## src/rtl/led_matrix_pkg.sv

```systemverilog
// Shared types and constants for the HUB75 row driver: FSM states,
// pix_data field positions and a constant-friendly clog2.
package led_matrix_pkg;

  typedef enum logic [2:0] {
    IDLE     = 3'd0,
    REQ      = 3'd1,
    SHIFT_LO = 3'd2,
    SHIFT_HI = 3'd3,
    LATCH    = 3'd4,
    DISPLAY  = 3'd5,
    BLANK    = 3'd6
  } state_t;

  // Field index within pix_data, counted in COLOR_DEPTH-wide slices from the LSB.
  localparam int FIELD_R0 = 5;
  localparam int FIELD_G0 = 4;
  localparam int FIELD_B0 = 3;
  localparam int FIELD_R1 = 2;
  localparam int FIELD_G1 = 1;
  localparam int FIELD_B1 = 0;

  function automatic int clog2(input int value);
    int r;
    r = 0;
    for (int i = 0; i < 31; i++) begin
      if ((32'sd1 <<< i) < value) r = i + 1;
    end
    return r;
  endfunction

endpackage

```

## src/rtl/bcm_timer.sv

```systemverilog
// Loadable down-counter timing one BCM display slot and producing the oe gate.
// With HUB75_BRIGHTNESS_EN defined, the gate is shortened by the brightness input.
module bcm_timer
  import led_matrix_pkg::*;
#(
  parameter int TW = 4
) (
  input  logic          clk,
  input  logic          reset,
  input  logic          load,
  input  logic [TW-1:0] len,
`ifdef HUB75_BRIGHTNESS_EN
  input  logic [7:0]    brightness,
`endif
  output logic          done,
  output logic          first_gate,
  output logic          next_gate
);

  logic [TW-1:0] rem;
  logic [TW-1:0] len_r;
  logic [TW-1:0] thr_r;
  logic [TW-1:0] thr_in;
  logic [TW-1:0] elapsed;

`ifdef HUB75_BRIGHTNESS_EN
  logic [TW+7:0] prod;
  assign prod   = {8'd0, len} * {{TW{1'b0}}, brightness};
  assign thr_in = prod[TW+7:8];
`else
  assign thr_in = len;
`endif

  // Gate for tick 0 is decided while loading; later ticks compare the next index.
  assign first_gate = (thr_in != {TW{1'b0}});
  assign elapsed    = len_r - rem;
  assign next_gate  = ((elapsed + {{(TW-1){1'b0}}, 1'b1}) < thr_r);
  assign done       = (rem == {{(TW-1){1'b0}}, 1'b1});

  always_ff @(posedge clk or posedge reset) begin
    if (reset) begin
      rem   <= {TW{1'b0}};
      len_r <= {TW{1'b0}};
      thr_r <= {TW{1'b0}};
    end else if (load) begin
      rem   <= len;
      len_r <= len;
      thr_r <= thr_in;
    end else if (rem != {TW{1'b0}}) begin
      rem   <= rem - {{(TW-1){1'b0}}, 1'b1};
    end
  end

endmodule

```

## src/rtl/hub75_row_driver.sv

```systemverilog
// HUB75 panel driver: re-streams each line once per bitplane and shows plane p
// for BASE_TICKS<<p cycles. Optional HUB75_BRIGHTNESS_EN adds a brightness input.
module hub75_row_driver
  import led_matrix_pkg::*;
#(
  parameter int PIXELS_PER_ROW = 64,
  parameter int LINES          = 32,
  parameter int COLOR_DEPTH    = 8,
  parameter int BASE_TICKS     = 4,
  localparam int LW = clog2(LINES),
  localparam int PW = clog2(COLOR_DEPTH),
  localparam int CW = clog2(PIXELS_PER_ROW),
  localparam int TW = clog2(BASE_TICKS << (COLOR_DEPTH - 1)) + 1
) (
  input  logic                     clk,
  input  logic                     reset,
  input  logic                     en,
`ifdef HUB75_BRIGHTNESS_EN
  input  logic [7:0]               brightness,
`endif
  output logic                     line_req,
  output logic [LW-1:0]            req_line,
  output logic [PW-1:0]            req_plane,
  input  logic [6*COLOR_DEPTH-1:0] pix_data,
  input  logic                     pix_valid,
  output logic                     pix_ready,
  output logic                     r0,
  output logic                     r1,
  output logic                     g0,
  output logic                     g1,
  output logic                     b0,
  output logic                     b1,
  output logic                     led_clk,
  output logic                     stb,
  output logic                     oe,
  output logic [LW-1:0]            line_select,
  output logic                     frame_done
);

  localparam logic [CW-1:0] LAST_COL   = CW'(PIXELS_PER_ROW - 1);
  localparam logic [LW-1:0] LAST_LINE  = LW'(LINES - 1);
  localparam logic [PW-1:0] LAST_PLANE = PW'(COLOR_DEPTH - 1);

  state_t                 state;
  logic [CW-1:0]          col;
  logic [COLOR_DEPTH-1:0] ch_r0, ch_g0, ch_b0, ch_r1, ch_g1, ch_b1;
  logic [TW-1:0]          plane_len;
  logic                   timer_load, timer_done, first_gate, next_gate;
  logic [LW-1:0]          adv_line;
  logic [PW-1:0]          adv_plane;
  logic                   wrap;

  assign ch_r0 = pix_data[FIELD_R0*COLOR_DEPTH +: COLOR_DEPTH];
  assign ch_g0 = pix_data[FIELD_G0*COLOR_DEPTH +: COLOR_DEPTH];
  assign ch_b0 = pix_data[FIELD_B0*COLOR_DEPTH +: COLOR_DEPTH];
  assign ch_r1 = pix_data[FIELD_R1*COLOR_DEPTH +: COLOR_DEPTH];
  assign ch_g1 = pix_data[FIELD_G1*COLOR_DEPTH +: COLOR_DEPTH];
  assign ch_b1 = pix_data[FIELD_B1*COLOR_DEPTH +: COLOR_DEPTH];

  assign plane_len  = TW'(BASE_TICKS) << req_plane;
  assign timer_load = (state == LATCH);

  bcm_timer #(.TW(TW)) u_timer (
    .clk        (clk),
    .reset      (reset),
    .load       (timer_load),
    .len        (plane_len),
`ifdef HUB75_BRIGHTNESS_EN
    .brightness (brightness),
`endif
    .done       (timer_done),
    .first_gate (first_gate),
    .next_gate  (next_gate)
  );

  // Next (line, plane) after the current bitplane; wrap flags end of frame.
  always_comb begin
    adv_line  = req_line;
    adv_plane = req_plane;
    wrap      = 1'b0;
    if (req_plane == LAST_PLANE) begin
      adv_plane = {PW{1'b0}};
      if (req_line == LAST_LINE) begin
        adv_line = {LW{1'b0}};
        wrap     = 1'b1;
      end else begin
        adv_line = req_line + LW'(1);
      end
    end else begin
      adv_plane = req_plane + PW'(1);
    end
  end

  always_ff @(posedge clk or posedge reset) begin
    if (reset) begin
      state       <= IDLE;
      col         <= {CW{1'b0}};
      line_req    <= 1'b0;
      req_line    <= {LW{1'b0}};
      req_plane   <= {PW{1'b0}};
      pix_ready   <= 1'b0;
      {r0, g0, b0, r1, g1, b1} <= 6'b000000;
      led_clk     <= 1'b0;
      stb         <= 1'b0;
      oe          <= 1'b1;
      line_select <= {LW{1'b0}};
      frame_done  <= 1'b0;
    end else begin
      line_req   <= 1'b0;
      stb        <= 1'b0;
      frame_done <= 1'b0;
      case (state)
        IDLE: begin
          oe        <= 1'b1;
          led_clk   <= 1'b0;
          pix_ready <= 1'b0;
          if (en) begin
            req_line  <= {LW{1'b0}};
            req_plane <= {PW{1'b0}};
            line_req  <= 1'b1;
            state     <= REQ;
          end
        end
        REQ: begin
          col       <= {CW{1'b0}};
          pix_ready <= 1'b1;
          state     <= SHIFT_LO;
        end
        SHIFT_LO: begin
          if (pix_valid) begin
            r0        <= ch_r0[req_plane];
            g0        <= ch_g0[req_plane];
            b0        <= ch_b0[req_plane];
            r1        <= ch_r1[req_plane];
            g1        <= ch_g1[req_plane];
            b1        <= ch_b1[req_plane];
            led_clk   <= 1'b1;
            pix_ready <= 1'b0;
            state     <= SHIFT_HI;
          end
        end
        SHIFT_HI: begin
          led_clk <= 1'b0;
          col     <= col + CW'(1);
          if (col == LAST_COL) begin
            stb         <= 1'b1;
            line_select <= req_line;
            state       <= LATCH;
          end else begin
            pix_ready <= 1'b1;
            state     <= SHIFT_LO;
          end
        end
        LATCH: begin
          oe    <= ~first_gate;
          state <= DISPLAY;
        end
        DISPLAY: begin
          if (timer_done) begin
            oe    <= 1'b1;
            state <= BLANK;
          end else begin
            oe <= ~next_gate;
          end
        end
        BLANK: begin
          frame_done <= wrap;
          if (en) begin
            req_line  <= adv_line;
            req_plane <= adv_plane;
            line_req  <= 1'b1;
            state     <= REQ;
          end else begin
            state <= IDLE;
          end
        end
        default: begin
          oe        <= 1'b1;
          led_clk   <= 1'b0;
          pix_ready <= 1'b0;
          state     <= IDLE;
        end
      endcase
    end
  end

endmodule

```

## config.mk

```make
export PLATFORM = sky130hd
export DESIGN_NAME = hub75_row_driver
export DESIGN_NICKNAME = d
export VERILOG_FILES = /design/src/rtl/led_matrix_pkg.sv /design/src/rtl/bcm_timer.sv /design/src/rtl/hub75_row_driver.sv
export SDC_FILE = /design/constraint.sdc
export NUM_CORES = 1
export LEC_CHECK = 0
export BUFFER_PORTS_ARGS = -buffer_cell sky130_fd_sc_hd__buf_2
export CAP_MARGIN = 15
export CORE_MARGIN = 4
export CORE_UTILIZATION = 56
export DETAILED_ROUTE_END_ITERATION = 6
export PLACE_DENSITY_LB_ADDON = 0.15
export SLEW_MARGIN = 20
export SYNTH_ARGS = -nofsm -noshare
export SYNTH_HDL_FRONTEND = slang
export SYNTH_HIERARCHICAL = 1
export SYNTH_SLANG_ARGS = --single-unit
```

## constraint.sdc

```tcl
create_clock -name clk -period 4.1 [get_ports clk]
set_input_delay 0.615 -clock clk [delete_from_list [all_inputs] [get_ports clk]]
set_output_delay 0.615 -clock clk [all_outputs]
set_load 0.03 [all_outputs]
```

# After elaboration in Yosys (flattened, before gate mapping)
# Index checks and enable logic that the tools add are counted.
# W data, S select, Z words.
# op_classes
add_sub_neg	6
multipliers	0
div	0
magnitude_cmp	2
eq_ne	16
n_shift	1
muxes	44
bitwise	4
reduce_logical	17
# op_table
operator	count
$mux W3	7
$pmux W3 S7	1
$mux W10	2
$mux W5	4
$reduce_bool A10 Y1	2
$bmux W1 S3	6
$mux W1	18
$eq A3 B3 Y1 const B	4
$ne A2 B2 Y1 const B	6
$pmux W6 S2	1
$add A10 B1 Y10 const B	1
$eq A10 B1 Y1 const B	1
$lt A10 B10 Y1	1
$pmux W5 S2	1
$shl A3 B3 Y10 const A	1
$sub A10 B1 Y10 const B	1
$sub A10 B10 Y10	1
$reduce_and A3 Y1	3
$reduce_or A4 Y1	2
$add A6 B1 Y6 const B	1
$eq A3 B2 Y1 const B	2
$eq A6 B6 Y1 const B	1
$pmux W3 S2	1
$reduce_and A2 Y1	3
14 further kinds	19
# totals
register_bits	54
latchBits	0
ram_bits	0
rom_bits	0
in_bits	52
out_inout_bits	25
word_cells	109
n_memories	0

# Logic depth before layout (Yosys ltp)
# Gate-level depths: netlist of run 1.
# depth
word_depth	6
depth_mapped	17
ltp_nobuf	17

# Modules after synthesis
# The synthesis of run 1 kept the hierarchy.
# modules_own_cells
module	instances	cells_each	area_per_inst_um2	seq_area_each_um2
hub75_row_driver	1	218	2135.8	852.1
bcm_timer	1	188	1670.4	500.5

# Least setup slack after synthesis of run 1
# No wires, ideal clock.
# synth_path
path_kind	register to register
from	register u_timer.rem[3]
to	register oe
setup_ps	89
t_arrival_ps	3214
required_time_ps	4011
path_slack_ps	797
path_stages_with_launch	15
path_buffers	0
period_less_slack_ps	3303
path_cell_list	dfrtp_1 inv_1 ha_1 ha_1 nor2b_1 o31a_1 or4b_1 nand3_1 ha_1 o21a_1 o211a_1 a221oi_1 inv_1 o32ai_1 mux2i_1
# synth_via
elab_chain_len	6
elab_cells_between_ends	7
classes_between	add/sub (2); order compare (1); eq/ne (1); mux (2); bitwise (1)
# synth_lines
element	line	text
start: declaration	bcm_timer.sv:20	logic [TW-1:0] rem;
start signal: assignment	bcm_timer.sv:42	rem <= {TW{1'b0}};
start signal: assignment	bcm_timer.sv:46	rem <= len;
start signal: assignment	bcm_timer.sv:50	rem <= rem - {{(TW-1){1'b0}}, 1'b1};
$sub A10 B10 Y10	bcm_timer.sv:36	assign elapsed = len_r - rem;
$add A10 B1 Y10	bcm_timer.sv:37	assign next_gate = ((elapsed + {{(TW-1){1'b0}}, 1'b1}) < thr_r);
$lt A10 B10 Y1	bcm_timer.sv:37	
named net next_gate	hub75_row_driver.sv:48	logic timer_load, timer_done, first_gate, next_gate;
$not A1 Y1	hub75_row_driver.sv:163	oe <= ~next_gate;
$mux W1	hub75_row_driver.sv:159	if (timer_done) begin
$pmux W1 S3	hub75_row_driver.sv:112	case (state)
end signal: assignment	hub75_row_driver.sv:155	oe <= ~first_gate;
end signal: assignment	hub75_row_driver.sv:163	
end: declaration	hub75_row_driver.sv:35	output logic oe,
# The timed path passes the listed nets, and every way through them passes these cells.
# A chain may end at the register's enable or synchronous reset.

# Worst setup path after layout of run 1
# Ends and elaborated chain as after synthesis.

==> results of run 1 <==
-- power breakdown --
group          internal [mW]  switching (mW)
registers              0.700           0.202
clock network          0.123           0.193
logic                  0.739           0.952
total                   1.56            1.35
-- placed cells by master (no fill, tap or decap), types with 5 or more instances in the layout --
cell | netlist | final
nand3_1 | 12 | 12
clkbuf_8 | 0 | 5
a21oi_1 | 14 | 14
buf_2 | 1 | 76
mux2_2 | 6 | 6
and2_1 | 6 | 6
ha_1 | 36 | 36
inv_1 | 40 | 40
nor2b_1 | 9 | 9
nor3_1 | 6 | 6
mux2i_1 | 30 | 30
o22ai_1 | 5 | 5
nor2_1 | 14 | 14
nand2_1 | 43 | 43
xnor2_1 | 10 | 10
a22oi_1 | 14 | 14
o21ai_0 | 28 | 28
dfrtp_1 | 53 | 53
-- per-stage QoR --
| stage | util [%] | worst slack [ps] |
|---|---|---|
| after global routing | 66.6 | 253 |
| after global placement | 65.2 | 587 |
| after detailed placement | 65.2 | 523 |
| after floorplan | - | 797 |
| after CTS | 66.6 | 492 |
| final | 66.6 | 469 |
-- synthesized netlist by cell type (2+ instances only) --
| cell type | number | share of area (%) |
|---|---|---|
| dfrtp_1 | 53 | 35 |
| nand2_1 | 43 | 4.2 |
| inv_1 | 40 | 3.9 |
| ha_1 | 36 | 12 |
| mux2i_1 | 30 | 7.9 |
| o21ai_0 | 28 | 3.7 |
| a21oi_1 | 14 | 1.8 |
| a22oi_1 | 14 | 2.8 |
| nor2_1 | 14 | 1.4 |
| nand3_1 | 12 | 1.6 |
| xnor2_1 | 10 | 2.3 |
| nor2b_1 | 9 | 1.5 |
| and2_1 | 6 | 0.99 |
| mux2_2 | 6 | 1.8 |
| nor3_1 | 6 | 0.79 |
| clkbuf_1 | 5 | 0.49 |
| o22ai_1 | 5 | 0.82 |
| buf_6 | 4 | 1.2 |
| nand2b_1 | 4 | 0.66 |
| o31ai_1 | 4 | 0.79 |
| a22o_1 | 3 | 0.69 |
| and3_1 | 3 | 0.49 |
| o211ai_1 | 3 | 0.59 |
| o21a_1 | 3 | 0.59 |
| a211oi_1 | 2 | 0.39 |
| a21o_1 | 2 | 0.39 |
| a31oi_1 | 2 | 0.33 |
| a32o_1 | 2 | 0.53 |
| clkbuf_2 | 2 | 0.26 |
| nand3b_1 | 2 | 0.39 |
| nor3b_1 | 2 | 0.39 |
| nor4_1 | 2 | 0.33 |
| o21ai_1 | 2 | 0.26 |
| o311ai_0 | 2 | 0.46 |
| o41ai_1 | 2 | 0.46 |
| or4_1 | 2 | 0.39 |
-- worst register-to-register path, stage by stage (launching register included) --
cell and delay, ps:
dfrtp_1 450, inv_1 90, ha_1 300, ha_1 350, nor2b_1 160, o31a_1 270
or4b_1 470, nand3_1 100, ha_1 240, a211oi_1 220, o211ai_1 120, a221oi_1 310
inv_1 80, o32ai_1 280, mux2i_1 110
-- kinds of logic after synthesis --
family                     share of synthesized area (%)
adders and majority gates                           12.4
buffers and inverters                               6.71
other                                             0.0985
muxes                                               9.66
and+or+nand+nor                                     16.5
AOI/OAI and AO/OA                                   16.9
xor gates and xnor gates                            2.30
DFF                                                 35.5
-- flip-flops by register name, indices dropped and copies added, names as in the netlist, 3 cells and up --
register	flops
col	6
line_select	5
req_line	5
req_plane	3
state	3
u_timer/rem	10
u_timer/thr_r	10
-- final cells by class --
cell class | instances | area [um^2]
clock buffer | 5 | 68.8
tap | 77 | 96.3
multi-input combinational | 300 | 2210
inverter | 40 | 150
clock inverter | 3 | 23.8
timing repair buffer | 79 | 403
fill | 550 | 2150
sequential | 54 | 1350
-- final timing paths --
path	start	end
setup / recovery	u_timer/rem[3]$_DFFE_PP0P_	oe$_DFFE_PP1N_
max in group asynchronous	reset	u_timer/rem[7]$_DFFE_PP0P_
hold / removal	reset	pix_ready$_DFFE_PP0P_
hold reg to reg	b0$_DFFE_PP0P_	b0$_DFFE_PP0P_
setup reg to reg	u_timer/rem[3]$_DFFE_PP0P_	oe$_DFFE_PP1N_
min in group clk	b0$_DFFE_PP0P_	b0$_DFFE_PP0P_
-- per-layer routing --
layer  up-vias  global-route usage, %  share of wire, %
met5         -                      0                 0
met4         0                   7.65               2.4
met3        16                   3.92               6.5
met2        91                   34.5                48
met1      1486                   25.7                43
li1       1588                      -                 -
==> metrics.log, run 1 <==
INFO  metric status = finished clean
INFO  metric async_flop_share = 100%
INFO  metric cp_max_fo = 5
INFO  metric holdCritPathClass = input port to asynchronous set/reset pin
INFO  metric ioPinCount = 77
INFO  metric syn_avg_cell_area = about 9.4 um^2
INFO  metric postLayoutCellArea = about 4300 um^2
INFO  metric worst-r2r-cell-count = 14
INFO  metric layout_worst_path_cycle_share = approximately 89%
INFO  metric crit_required = around 4300 ps
INFO  metric cp_common_cell = ha_1
INFO  metric first_global_vias = about 3.1k
INFO  metric routabilityCongestion = ~0.9
INFO  metric timing.hold.ws = ~380 ps
INFO  metric finalCriticalPeriod = about 3600 ps
INFO  metric dp_cells = 550
INFO  metric setup.worst_path.class = flip-flop to flip-flop
INFO  metric rows = 29
INFO  metric num_vias = 3181
INFO  metric die_y = ~90 um
INFO  metric cts.repair_timing.setup_buffer_count = 0
INFO  metric dp_hpwl = around 6.5 mm
INFO  metric max_freq = 0.275 GHz
INFO  metric wl = 8.33 mm
INFO  metric timing.critical_path.max_delay_family = compound AO/OA/AOI/OAI gates
INFO  metric final_cell_count_no_fill = between 500 and 600
INFO  metric slew-limit-headroom = between 40% and 50%
INFO  metric post_drt_wl_per_cell = between 10 and 15 um
INFO  metric grt_usage = between 20% and 30%
INFO  metric report.power.total = just under 3 mW
INFO  metric final-max-slew-violation-count = 0
INFO  metric place.port_buffers = 76
INFO  metric post_synth_instance_area = 3810 um^2
INFO  metric clk_pin_slew_worst_paths = ~110 ps
INFO  metric yosysWarningCount = 6
INFO  metric clock_tree.root_cell = clkbuf_8
INFO  metric timing_worst_slew_pin_value = about 770 ps
INFO  metric post_dp_cell_area = around 4200 um^2
INFO  metric synth-edff-count = 0
INFO  metric grt_antenna_before_repair = 0
INFO  metric post_drt_via_cell_ratio = around 5.7
INFO  metric cp_slowest_stage_delay = 470 ps
INFO  metric path_cells = inv_1 > ha_1 > ha_1 > nor2b_1 > o31a_1 > or4b_1 > nand3_1 > ha_1 > a211oi_1 > o211ai_1 > a221oi_1 > inv_1 > o32ai_1 > mux2i_1
INFO  metric initial_core_utilization = between 50% and 60%
INFO  metric post_cts_resize_count = 0
INFO  metric drcViolationCount = 0
INFO  metric critPathCaptureType = flip-flop
INFO  metric h_tree_depth = 2
INFO  metric clk_path_buf_depth = 2
INFO  metric timing.reg2reg.setup_slack = between 400 and 500 ps
INFO  metric grt_first_pass_wirelength = between 10 and 15 mm
INFO  metric vdd_drop_max = between 0.3 and 0.4 mV
INFO  metric cts_sinks = 54
INFO  metric drt_iter0_drc = 151
INFO  metric post_route_cells_drive_above_1_share = 21.4%
INFO  metric drt_pre_antenna_iters = 4
INFO  metric ant_nets = 0
INFO  metric area_delta_synth_final = 13.1%
INFO  metric final_hold_viol_count = 0
INFO  metric ys_seq_elements = between 50 and 60
INFO  metric globalRoute.totalOverflow = 0
INFO  metric dieArea = around 8200 um^2
INFO  metric endpoints_failing_setup = 0
INFO  metric synth-main-ff-cell = dfrtp_1
INFO  metric cp_num_buf_inv = 2
INFO  metric numCtsBuffers = 5
INFO  metric cell_variety_after_synth = 63
INFO  metric postCtsHoldBufs = 0
INFO  metric critical_path.slowest_cell = or4b_1
INFO  metric finalNetCount = about 570
INFO  metric placeableCoreArea = about 6500 um^2
INFO  metric cap_viol_max_count = 0
INFO  metric grt_max_degree = 35
INFO  metric antenna_cells_inserted = 0
INFO  metric worstSetupStartpointType = flip-flop
INFO  metric worst-endpoint-arrival = between 3000 and 4000 ps
INFO  metric finClkSkew = between 9 and 10 ps
INFO  metric clock_tree_from_tritoncts = done
INFO  metric ys_seq_area_share = between 30 and 40%
INFO  metric die_width = about 90 um
INFO  metric post_synth_inst_count = slightly above 400
INFO  metric rsz0062_at_grt = false
INFO  metric cellLeakagePower = about 2.1 nW
INFO  metric critical_path_depth = 14
INFO  metric clk-insertion-delay-late = 320 ps
INFO  metric totalNegativeSetupSlack = 0 ps
INFO  metric p_per_area = 676 nW/um^2
No activity file was read; power rests on OpenSTA's default activity.
==> inputs of run 2 (changes only) <==
Settings changed: CORE_UTILIZATION 56 to 55, SYNTH_HIERARCHICAL 1 to unset.
==> run 2 against run 1 <==
Against the previous run:
- non-clock buffer count fell by 2
- clock-buffer cell count did not move
- critical path type unchanged
- combinational power fell by 17%
- critical path depth fell by 2
- first-iteration DRC count fell by 23%
- worst hold slack improved by 70 ps
- synthesized cell count fell by 11%
==> metrics.log, run 2 <==
INFO  metric status = finished clean (unchanged)
INFO  metric h_tree_depth = 2 (unchanged)
INFO  metric post_synth_inst_count = 361 (was 406)
INFO  metric setup.worst_path.class = flip-flop to flip-flop (unchanged)
INFO  metric max_freq = 0.324 GHz (was 0.275 GHz)
INFO  metric post_cts_resize_count = 0 (unchanged)
INFO  metric dieArea = 7750 um^2 (was 8180 um^2)
INFO  metric antenna_cells_inserted = 0 (unchanged)
INFO  metric holdCritPathClass = input port to asynchronous set/reset pin (unchanged)
INFO  metric routabilityCongestion = 0.846 (was 0.908)
INFO  metric timing.hold.ws = 450 ps (was 380 ps)
INFO  metric layout.cells.most_common = buf_2 (unchanged)
INFO  metric clk_pin_slew_worst_paths = 100 ps (was 110 ps)
INFO  metric placement.setup.worst_slack = 1050 ps (was 523 ps)
INFO  metric placeableCoreArea = 6060 um^2 (was 6460 um^2)
INFO  metric cts_sinks = 52 (was 54)
INFO  metric finalWorstSetupSlack = 1010 ps (was 469 ps)
INFO  metric flip_flop_count_of_the_largest_register_all_copies_and_words_added = 10
INFO  metric rsz0062_at_grt = false (unchanged)
INFO  metric cp_slowest_stage_delay = 550 ps (was 470 ps)
INFO  metric post_dp_cell_area = 3930 um^2 (was 4210 um^2)
INFO  metric yosys.cell_count.top_type = dfrtp_1 (unchanged)
INFO  metric ioPinCount = 77 (unchanged)
INFO  metric drt_iter0_drc = 117 (was 151)
INFO  metric path_cells = inv_1 > ha_1 > ha_1 > and3_1 > a221o_1 > nor2_1 > xnor2_1 > ha_1 > a211oi_1 > nand2b_1 > o211ai_1 > a31oi_1 (was inv_1 > ha_1 > ha_1 > nor2b_1 > o31a_1 > or4b_1 > nand3_1 > ha_1 > a211oi_1 > o211ai_1 > a221oi_1 > inv_1 > o32ai_1 > mux2i_1)
INFO  metric globalRoute.totalOverflow = 0 (unchanged)
INFO  metric cap_viol_max_count = 0 (unchanged)
INFO  metric die_width = 88.1 um (was 90.4 um)
INFO  metric cp_common_cell = ha_1 (unchanged)
INFO  metric synthTopCellsByCount = dfrtp_1 (51), nand2_1 (35), ha_1 (34) (was dfrtp_1 (53), nand2_1 (43), inv_1 (40))
INFO  metric critical_path.slowest_cell = dfrtp_1 (was or4b_1)
INFO  metric synth-main-ff-cell = dfrtp_1 (unchanged)
INFO  metric post-synth-top-area-fraction = 36.2% (was 34.8%)
INFO  metric place.port_buffers = 76 (unchanged)
INFO  metric clk-insertion-delay-late = 310 ps (was 320 ps)
INFO  metric numCtsBuffers = 5 (unchanged)
INFO  metric num_vias = 2888 (was 3181)
INFO  metric ant_nets = 0 (unchanged)
INFO  metric first_global_vias = 2888 (was 3061)
INFO  metric slew-limit-headroom = 41.1% (was 48.5%)
INFO  metric post_drt_wl_per_cell = 15.3 um (was 14.9 um)
INFO  metric worst-endpoint-arrival = 3320 ps (was 3870 ps)
INFO  metric post_route_cells_drive_above_1_share = 25.8% (was 21.4%)
INFO  metric grt_max_degree = 53 (was 35)
INFO  metric endpoints_failing_setup = 0 (unchanged)
INFO  metric ys_top_cells_by_area = dfrtp_1 (36%), ha_1 (12%), mux4_2 (7.7%) (was dfrtp_1 (35%), ha_1 (12%), mux2i_1 (7.9%))
INFO  metric final_hold_viol_count = 0 (unchanged)
INFO  metric die_y = 88.1 um (was 90.4 um)
INFO  metric postCtsHoldBufs = 0 (unchanged)
INFO  metric async_flop_share = 100% (unchanged)
INFO  metric post_synth_instance_area = 3520 um^2 (was 3810 um^2)
INFO  metric initial_core_utilization = 58.2% (was 58.9%)
INFO  metric finalCriticalPeriod = 3090 ps (was 3630 ps)
INFO  metric clk_path_buf_depth = 2 (unchanged)
INFO  metric yosysWarningCount = 0 (was 6)
INFO  metric finalNetCount = 516 (was 569)
INFO  metric ys_seq_elements = 52 (was 54)
INFO  metric area_delta_synth_final = 14.0% (was 13.1%)
INFO  metric finClkSkew = 7.79 ps (was 9.77 ps)
INFO  metric dp_hpwl = 5.96 mm (was 6.55 mm)
INFO  metric final_cell_count_no_fill = 505 (was 558)
INFO  metric p_per_area = 661 nW/um^2 (was 676 nW/um^2)
INFO  metric drcViolationCount = 0 (unchanged)
INFO  metric grt_antenna_before_repair = 0 (unchanged)
INFO  metric reg.largest.list = u_timer.rem: 10 flops, u_timer.len_r: 8 flops, col: 6 flops (was u_timer/rem: 10 flops, u_timer/thr_r: 10 flops, col: 6 flops)
INFO  metric layout_common_cells = buf_2 (76), dfrtp_1 (51), nand2_1 (35) (was buf_2 (76), dfrtp_1 (53), nand2_1 (43))
INFO  metric yosys.area.top_type = dfrtp_1 (unchanged)
INFO  metric cellLeakagePower = 1.97 nW (was 2.13 nW)
INFO  metric synth-edff-count = 0 (unchanged)
INFO  metric critPathCaptureType = flip-flop (unchanged)
INFO  metric syn_avg_cell_area = 9.76 um^2 (was 9.37 um^2)
INFO  metric cell_variety_after_synth = 55 (was 63)
INFO  metric clock_tree.root_cell = clkbuf_8 (unchanged)
INFO  metric timing_worst_slew_pin_value = 883 ps (was 772 ps)
INFO  metric final-max-slew-violation-count = 0 (unchanged)
INFO  metric largest_register = u_timer.rem
INFO  metric ys_seq_area_share = 37.0% (was 35.5%)
INFO  metric postLayoutCellArea = 4020 um^2 (was 4300 um^2)
INFO  metric vdd_drop_max = 0.378 mV (was 0.354 mV)
INFO  metric grt_first_pass_wirelength = 12.9 mm (was 13.7 mm)
INFO  metric layout_worst_path_cycle_share = 75.3% (was 88.6%)
INFO  metric drt_pre_antenna_iters = 4 (unchanged)
INFO  metric syn_nets = between 400 and 500
INFO  metric crit_required = 4340 ps (about the same)
INFO  metric cts.repair_timing.setup_buffer_count = 0 (unchanged)
INFO  metric wl = 7.72 mm (was 8.33 mm)
INFO  metric totalNegativeSetupSlack = 0 ps (unchanged)
INFO  metric clock_tree_from_tritoncts = done (unchanged)
INFO  metric cp_max_fo = 8 (was 5)
INFO  metric post_drt_via_cell_ratio = 5.72 (was 5.70)
INFO  metric worstSetupStartpointType = flip-flop (unchanged)
INFO  metric dp_cells = 497 (was 550)
INFO  metric grt_usage = 20.9% (was 20.3%)
INFO  metric rows = 28 (was 29)
-- run 2: area by class of cell --
type	instances	area, um^2
fillers	486	2040
well taps	75	93.8
inverters	28	106
repair buffers	77	388
clock inverters	3	22.5
clock buffers	5	68.8
flip-flops and latches	52	1300
multi-input cells	265	2040
-- run 2: critical path, delay by kind of cell (launching register included) --
| kind | cells | cell delay [ps] |
|---|---|---|
| compound gates | 4 | 910 |
| fa+ha+maj | 3 | 900 |
| buf+inv | 1 | 80 |
| flops | 1 | 550 |
| simple gates | 3 | 440 |
| xor+xnor | 1 | 140 |
-- run 2: cell families after synthesis --
logic type	Yosys count	synth area share, %
flip-flops	52	37.0
buffers and inverters	44	5.29
AND/OR/NAND/NOR	115	17.2
adder cells (fa/ha/maj)	35	12.6
XOR/XNOR	8	1.99
AO/OA/AOI/OAI	84	14.9
multiplexers	23	11.0
-- run 2: stage by stage --
step	util (%)	power (mW)
2_1_floorplan	-	2.03
3_3_place_gp	64.8	2.31
3_5_place_dp	64.8	2.37
4_1_cts	66.3	2.68
5_1_grt	66.3	2.90
6_report	66.3	2.66
-- run 2: routing by layer --
metal / part of all wire, % / vias to the layer above / global-route usage, %
met2: 52 / 52 / 36.5
met1: 44 / 1391 / 27.8
met4: 0.57 / 0 / 3.85
li1: - / 1441 / -
met3: 3.9 / 4 / 3.48
met5: 0 / - / 0
-- run 2: final timing paths --
| check | startpoint | end | slack (ps) | depth (start not counted) |
|---|---|---|---|---|
| min reg2reg | line_select[2]$_DFFE_PP0P_ | line_select[2]$_DFFE_PP0P_ | 490 | 1 |
| max in group asynchronous | reset | u_timer.rem[9]$_DFFE_PP0P_ | 3130 | 2 |
| min in group clk | line_select[2]$_DFFE_PP0P_ | line_select[2]$_DFFE_PP0P_ | 490 | 1 |
| min | reset | r1$_DFFE_PP0P_ | 450 | 2 |
| max reg2reg | u_timer.rem[4]$_DFFE_PP0P_ | oe$_DFFE_PP1N_ | 1010 | 12 |
| max | u_timer.rem[4]$_DFFE_PP0P_ | oe$_DFFE_PP1N_ | 1010 | 12 |
-- run 2: where the power goes --
group | total [mW] | switching (mW) | internal, mW | leakage, nW
clock | 0.303 | 0.180 | 0.123 | 0.0485
combinational | 1.41 | 0.785 | 0.622 | 1.26
sequential | 0.945 | 0.262 | 0.683 | 0.655
